--- src/rtl/std_pkg.sv ---
// Library-wide base types and constants shared by standard RTL blocks.
package std_pkg;

    typedef enum logic {
        STD_CLOCK_POSEDGE = 1'b0,
        STD_CLOCK_NEGEDGE = 1'b1
    } std_clock_info_t;

    localparam int STD_BLOCK_RAM_MAX_LATENCY = 2;

endpackage

--- src/rtl/xilinx_block_ram_pkg.sv ---
// Command type for block RAM requesters; sized for the widest supported RAM so
// that one typedef serves every instance width.
package xilinx_block_ram_pkg;

    localparam int XBR_MAX_DATA_WIDTH = 1024;
    localparam int XBR_MAX_ADDR_WIDTH = 32;
    localparam int XBR_MAX_MASK_WIDTH = XBR_MAX_DATA_WIDTH / 8;

    typedef struct packed {
        logic [XBR_MAX_MASK_WIDTH-1:0] write_enable;
        logic [XBR_MAX_ADDR_WIDTH-1:0] addr;
        logic [XBR_MAX_DATA_WIDTH-1:0] data;
    } xbr_cmd_t;

    function automatic logic xbr_is_read(input xbr_cmd_t cmd);
        return cmd.write_enable == '0;
    endfunction

endpackage

--- src/rtl/xilinx_block_ram_response_fifo.sv ---
// Response buffer with a registered head word: o_data always holds the oldest
// entry, so the consumer sees a stable flop output.
module xilinx_block_ram_response_fifo #(
    parameter int DEPTH = 4,
    parameter int WIDTH = 32
) (
    input  logic             i_clk,
    input  logic             i_rst_n,
    input  logic             i_push,
    input  logic [WIDTH-1:0] i_data,
    input  logic             i_pop,
    output logic             o_valid,
    output logic [WIDTH-1:0] o_data
);
    localparam int PW = (DEPTH > 1) ? $clog2(DEPTH) : 1;
    localparam int CW = $clog2(DEPTH + 1);

    logic [WIDTH-1:0] r_mem [DEPTH];
    logic [PW-1:0]    r_wptr;
    logic [PW-1:0]    r_rptr;
    logic [CW-1:0]    r_count;
    logic [WIDTH-1:0] r_head;

    logic             w_pop;
    logic [PW-1:0]    w_rptr_next;
    logic [CW-1:0]    w_count_after_pop;

    function automatic logic [PW-1:0] ptr_inc(input logic [PW-1:0] p);
        return (p == PW'(DEPTH - 1)) ? '0 : p + PW'(1);
    endfunction

    assign w_pop             = i_pop && (r_count != '0);
    assign w_rptr_next       = w_pop ? ptr_inc(r_rptr) : r_rptr;
    assign w_count_after_pop = r_count - CW'(w_pop);

    always_ff @(posedge i_clk) begin
        if (i_push)
            r_mem[r_wptr] <= i_data;
    end

    always_ff @(posedge i_clk or negedge i_rst_n) begin
        if (!i_rst_n) begin
            r_wptr  <= '0;
            r_rptr  <= '0;
            r_count <= '0;
            r_head  <= '0;
        end else begin
            if (i_push)
                r_wptr <= ptr_inc(r_wptr);
            r_rptr  <= w_rptr_next;
            r_count <= w_count_after_pop + CW'(i_push);
            // An emptied buffer takes the incoming word straight into the head.
            if (w_count_after_pop == '0) begin
                if (i_push)
                    r_head <= i_data;
            end else begin
                r_head <= r_mem[w_rptr_next];
            end
        end
    end

    assign o_valid = (r_count != '0);
    assign o_data  = r_head;

endmodule

--- src/rtl/xilinx_block_ram_requester.sv ---
// Valid/ready front end for a single-port block RAM with credit-limited read returns.
// Optional XILINX_BLOCK_RAM_REQUESTER_STATS_EN adds stat_reads/stat_writes counters.
module xilinx_block_ram_requester
    import std_pkg::*;
    import xilinx_block_ram_pkg::*;
#(
    parameter std_clock_info_t CLOCK_INFO   = STD_CLOCK_POSEDGE,
    parameter int              DATA_WIDTH   = 32,
    parameter int              ADDR_WIDTH   = 10,
    parameter int              MASK_WIDTH   = DATA_WIDTH / 8,
    parameter int              READ_LATENCY = 1,
    parameter int              RESP_DEPTH   = 4
) (
    input  logic                  clk,
    input  logic                  rst,
    input  logic                  cmd_valid,
    output logic                  cmd_ready,
    input  logic [MASK_WIDTH-1:0] cmd_write_enable,
    input  logic [ADDR_WIDTH-1:0] cmd_addr,
    input  logic [DATA_WIDTH-1:0] cmd_data,
    output logic                  resp_valid,
    input  logic                  resp_ready,
    output logic [DATA_WIDTH-1:0] resp_data,
    output logic                  ram_enable,
    output logic                  ram_enable_output,
    output logic [MASK_WIDTH-1:0] ram_write_enable,
    output logic [ADDR_WIDTH-1:0] ram_addr,
    output logic [DATA_WIDTH-1:0] ram_data_in,
    input  logic [DATA_WIDTH-1:0] ram_data_out
`ifdef XILINX_BLOCK_RAM_REQUESTER_STATS_EN
    ,
    output logic [31:0]           stat_reads,
    output logic [31:0]           stat_writes
`endif
);
    localparam int CW = $clog2(RESP_DEPTH + 1);

    logic                    w_clk;
    xbr_cmd_t                w_cmd;
    logic                    w_unused_cmd;
    logic                    w_is_read;
    logic                    w_accept;
    logic                    w_read_accept;
    logic                    w_push;
    logic                    w_pop;
    logic [CW-1:0]           r_credits;
    logic [READ_LATENCY-1:0] r_inflight;

    generate
        if (CLOCK_INFO == STD_CLOCK_NEGEDGE) begin : g_negedge
            assign w_clk = ~clk;
        end else begin : g_posedge
            assign w_clk = clk;
        end
    endgenerate

    always_comb begin
        w_cmd                              = '0;
        w_cmd.write_enable[MASK_WIDTH-1:0] = cmd_write_enable;
        w_cmd.addr[ADDR_WIDTH-1:0]         = cmd_addr;
        w_cmd.data[DATA_WIDTH-1:0]         = cmd_data;
    end
    assign w_unused_cmd = ^{w_cmd.addr, w_cmd.data};

    // Credits cover every read that could still land in the buffer, so a
    // RESP_DEPTH >= READ_LATENCY+1 buffer can never overflow.
    assign cmd_ready     = rst && (r_credits < CW'(RESP_DEPTH));
    assign w_is_read     = xbr_is_read(w_cmd);
    assign w_accept      = cmd_valid && cmd_ready;
    assign w_read_accept = w_accept && w_is_read;
    assign w_push        = r_inflight[READ_LATENCY-1];
    assign w_pop         = resp_valid && resp_ready;

    assign ram_enable        = w_accept;
    assign ram_enable_output = 1'b1;
    assign ram_write_enable  = w_accept ? w_cmd.write_enable[MASK_WIDTH-1:0] : '0;
    assign ram_addr          = w_cmd.addr[ADDR_WIDTH-1:0];
    assign ram_data_in       = w_cmd.data[DATA_WIDTH-1:0];

    always_ff @(posedge w_clk or negedge rst) begin
        if (!rst) begin
            r_credits  <= '0;
            r_inflight <= '0;
        end else begin
            r_inflight <= READ_LATENCY'({r_inflight, w_read_accept});
            if (w_read_accept && !w_pop)
                r_credits <= r_credits + CW'(1);
            else if (!w_read_accept && w_pop)
                r_credits <= r_credits - CW'(1);
        end
    end

    xilinx_block_ram_response_fifo #(
        .DEPTH (RESP_DEPTH),
        .WIDTH (DATA_WIDTH)
    ) u_resp_fifo (
        .i_clk   (w_clk),
        .i_rst_n (rst),
        .i_push  (w_push),
        .i_data  (ram_data_out),
        .i_pop   (resp_ready),
        .o_valid (resp_valid),
        .o_data  (resp_data)
    );

`ifdef XILINX_BLOCK_RAM_REQUESTER_STATS_EN
    always_ff @(posedge w_clk or negedge rst) begin
        if (!rst) begin
            stat_reads  <= '0;
            stat_writes <= '0;
        end else begin
            if (w_read_accept)
                stat_reads <= stat_reads + 32'd1;
            if (w_accept && !w_is_read)
                stat_writes <= stat_writes + 32'd1;
        end
    end
`endif

endmodule

--- config.mk ---
export PLATFORM = sky130hd
export DESIGN_NAME = xilinx_block_ram_requester
export DESIGN_NICKNAME = d
export VERILOG_FILES = /design/src/rtl/std_pkg.sv /design/src/rtl/xilinx_block_ram_pkg.sv /design/src/rtl/xilinx_block_ram_response_fifo.sv /design/src/rtl/xilinx_block_ram_requester.sv
export SDC_FILE = /design/constraint.sdc
export NUM_CORES = 1
export LEC_CHECK = 0
export ABC_AREA = 1
export BUFFER_PORTS_ARGS = -buffer_cell sky130_fd_sc_hd__buf_2
export CORE_ASPECT_RATIO = 0.9
export CORE_MARGIN = 4
export CORE_UTILIZATION = 51
export CTS_BUF_LIST = sky130_fd_sc_hd__clkbuf_4
export DETAILED_ROUTE_END_ITERATION = 7
export PLACE_DENSITY = 0.77
export SLEW_MARGIN = 20
export SYNTH_ARGS = -nofsm -noshare
export SYNTH_HDL_FRONTEND = slang
export SYNTH_SLANG_ARGS = --single-unit
--- constraint.sdc ---
create_clock -name clk -period 2 [get_ports clk]
set_clock_uncertainty 0.2 [all_clocks]
set_input_delay 0 -clock clk [delete_from_list [all_inputs] [get_ports clk]]
set_output_delay 0 -clock clk [all_outputs]
set_load 0.01 [all_outputs]
==> results.sh <==
export IMPL_drive_above_1_share=0.2130
export IMPL_syn_area_mm2=0.007734
export IMPL_drt_total_wl_mm=20.08
export IMPL_tightestPinTransition_ns=0.6812
export IMPL_root_buffer="clkbuf_4"
export IMPL_dp_hpwl_mm=11.86
export IMPL_hold_depth=6
export IMPL_arrival_ns=2.52
export IMPL_cts_buffers=17
export IMPL_fmax_ghz=0.4520
export IMPL_setup_slack_ns=-0.2125
export IMPL_slew_headroom=0.5459
export IMPL_hold_viol=4
export IMPL_syn_nets=808
export IMPL_synth_avg_cell_area_um2=10.82
export IMPL_ctsHoldBuffers=112
export IMPL_clk_latency_ns=0.55
export IMPL_gp_congestion=0.7637
export IMPL_port_buffers=78
export IMPL_rsz0062_at_grt="true"
export IMPL_setup_viol=34
export IMPL_syn_inst=715
export IMPL_area_growth_synth_to_final_pct=26.84
export IMPL_initial_core_util=0.5237
export IMPL_pre_cts_ws_ns=-0.3318
export IMPL_crit_fanout=38
export IMPL_yosysWarningCount=0
export IMPL_clockBufferDepth=2
export IMPL_grt_max_degree=44
export IMPL_grt_pass1_vias=6386
export IMPL_layout_nets=972
export IMPL_synth_distinct_cells=29
export IMPL_grt_pass1_wl_mm=31.75
export IMPL_rows=42
export IMPL_drv_slew=0
export IMPL_hold_path_class="input port to flip-flop"
export IMPL_first_pass_iters=5
export IMPL_maxCapViolations=0
export IMPL_cp_required_ns=2.30
export IMPL_final_common_cell="nand3_1"
export IMPL_grt_overflow_total=0
export IMPL_outcome="complete, but fails checks"
export IMPL_final_cell_mix="nand3_1, nand2_1, edfxtp_1"
export IMPL_crit_path_end_kind="flip-flop"
export IMPL_crit_path_start_kind="flip-flop"
export IMPL_power_density_mw_per_mm2=1297
export IMPL_violations="negative hold slack, negative setup slack"
export IMPL_core_mm2=0.01477
export IMPL_htreeDepth=4
export IMPL_fillers=1035
export IMPL_ios=164
export IMPL_die_h_um=124.8
export IMPL_final_core_util=0.6643
export IMPL_fp_dieArea_mm2=0.01720
export IMPL_viasPerCell=5.544
export IMPL_period_share=1.106
export IMPL_power_leakage_uw=0.003863
export IMPL_drt_iter0_drc=594
export IMPL_fin_crit_ns=2.213
export IMPL_clock_sinks=171
export IMPL_vias=6043
export IMPL_synth_top_area_frac=0.4970
export IMPL_synth_top_area_cell="edfxtp_1"
export IMPL_antenna_found_initial=0
export IMPL_dieWidth_um=137.8
export IMPL_drcViolationCount=0
export IMPL_cts_tree="built"
export IMPL_wl_per_cell_um=18.42
export IMPL_path_class="flip-flop to flip-flop"
export IMPL_ys_seq_area_frac=0.6361
export IMPL_clk_pin_slew_worst_paths_ns=0.13
export IMPL_ys_seq_elements=171
export IMPL_final_antenna_net_count=0
export IMPL_r2r_cells=12
export IMPL_ir_worst_vdd_uv=974.0
export IMPL_synthTopCellsByArea="edfxtp_1, dfrtp_1, nand3_1, nand2_1, buf_4"
export IMPL_grt_usage=0.2398
export IMPL_fin_hold_ws_ns=-0.1099
export IMPL_diodes=0
[worst max-delay path, cell delays in order (launching register included)]
cell,delay [ns]
dfrtp_1,0.41
nor2_2,0.13
nand2_4,0.07
nand2_4,0.07
inv_4,0.04
ha_4,0.15
ha_4,0.17
xnor2_4,0.17
nand3_4,0.14
buf_6,0.24
o21ai_0,0.24
inv_2,0.04
nand2_1,0.06
[layer usage]
metal,vias up,GRT usage,wire length (um)
li1,2736,-,-
met1,2903,0.2900,7342
met2,369,0.4162,10540
met3,35,0.05493,1794
met4,0,0.08658,397
met5,-,0,0
[state kept, by name, summed over array words and instances (netlist names)]
register / cells
r_inflight: 1
u_resp_fifo.r_rptr: 2
u_resp_fifo.r_mem: 128
u_resp_fifo.r_wptr: 2
r_credits: 3
u_resp_fifo.r_count: 3
u_resp_fifo.o_data: 32
[timing repair]
item | in CTS | in global routing
endpoints found under the hold margin | 251 | 6
setup endpoints to repair | 34 | 34
setup buffers | 1 | 2
gates resized for setup | 8 | 15
pin swaps | 0 | 4
cloned | 0 | 0
[synth_stat cells]
library cell  instances
nand2_1             139
nand3_2               1
edfxtp_1            128
dfrtp_1              43
nand3_1             193
o21ai_1              10
xnor2_2               1
ha_1                 10
a21oi_1               1
fa_1                  1
mux2_2                1
buf_1                 1
nand2_4               2
buf_2                23
conb_1                1
nor2_8                1
nand3b_2              1
nor2_2                1
inv_1                45
clkbuf_1              7
nand2_2               3
nand4_1               1
buf_6                12
buf_4                44
inv_2                 8
nor2_1                8
xnor2_1               3
o21ai_0              25
o21ai_2               1
[final timing paths]
kind	start	endpoint	slack (ns)
worst min-delay path	resp_ready	u_resp_fifo.r_rptr[1]$_DFF_PN0_	-0.11
max in group asynchronous	rst	r_credits[1]$_DFFE_PN0P_	0.65
worst max register to register	u_resp_fifo.r_count[2]$_DFF_PN0_	u_resp_fifo.o_data[24]$_DFFE_PN0P_	-0.21
worst max-delay path	u_resp_fifo.r_count[2]$_DFF_PN0_	u_resp_fifo.o_data[24]$_DFFE_PN0P_	-0.21
min in group asynchronous	rst	u_resp_fifo.o_data[30]$_DFFE_PN0P_	0.48
worst min register to register	r_credits[0]$_DFFE_PN0P_	r_credits[0]$_DFFE_PN0P_	0.33
[kinds of logic after synthesis]
| group | count (synthesis) | share of synthesized area |
|---|---|---|
| buffers and inverters | 140 | 0.1047 |
| AND/OR/NAND/NOR | 350 | 0.2085 |
| flip-flops | 171 | 0.6361 |
| multiplexers | 1 | 0.001456 |
| adder cells (fa/ha/maj) | 11 | 0.01877 |
| other | 1 | 0.0004849 |
| AO/OA/AOI/OAI | 37 | 0.02443 |
| XOR/XNOR | 4 | 0.005502 |
[cell type report]
| type | count | area [um2] | share of cell area |
|---|---|---|---|
| flip-flops and latches | 171 | 4920 | 0.5015 |
| multi-input cells | 404 | 2108 | 0.2149 |
| repair buffers | 232 | 1976 | 0.2014 |
| well taps | 198 | 247.7 | 0.02526 |
| inverters | 53 | 216.5 | 0.02207 |
| clock inverters | 13 | 198.9 | 0.02028 |
| clock buffers | 19 | 142.6 | 0.01454 |
[report_power, final]
group	internal (uW)	switching (uW)	total, uW
clock network	1140	1160	2300
registers	4310	294	4610
logic	2290	3540	5820
[metrics by stage]
step / total power [uW] / std cells / TNS (ns) / instance area (um2)
after floorplan: 8370 / 715 / -5.001 / 7784
after global placement: 9819 / 943 / -4.912 / 8242
after detailed placement: 10090 / 943 / -8.631 / 8242
after CTS: 12680 / 1088 / -5.951 / 9744
after global routing: 13590 / 1090 / -9.482 / 9809
final: 12730 / 1090 / -5.670 / 9809
(Power assumes the default switching activity.)
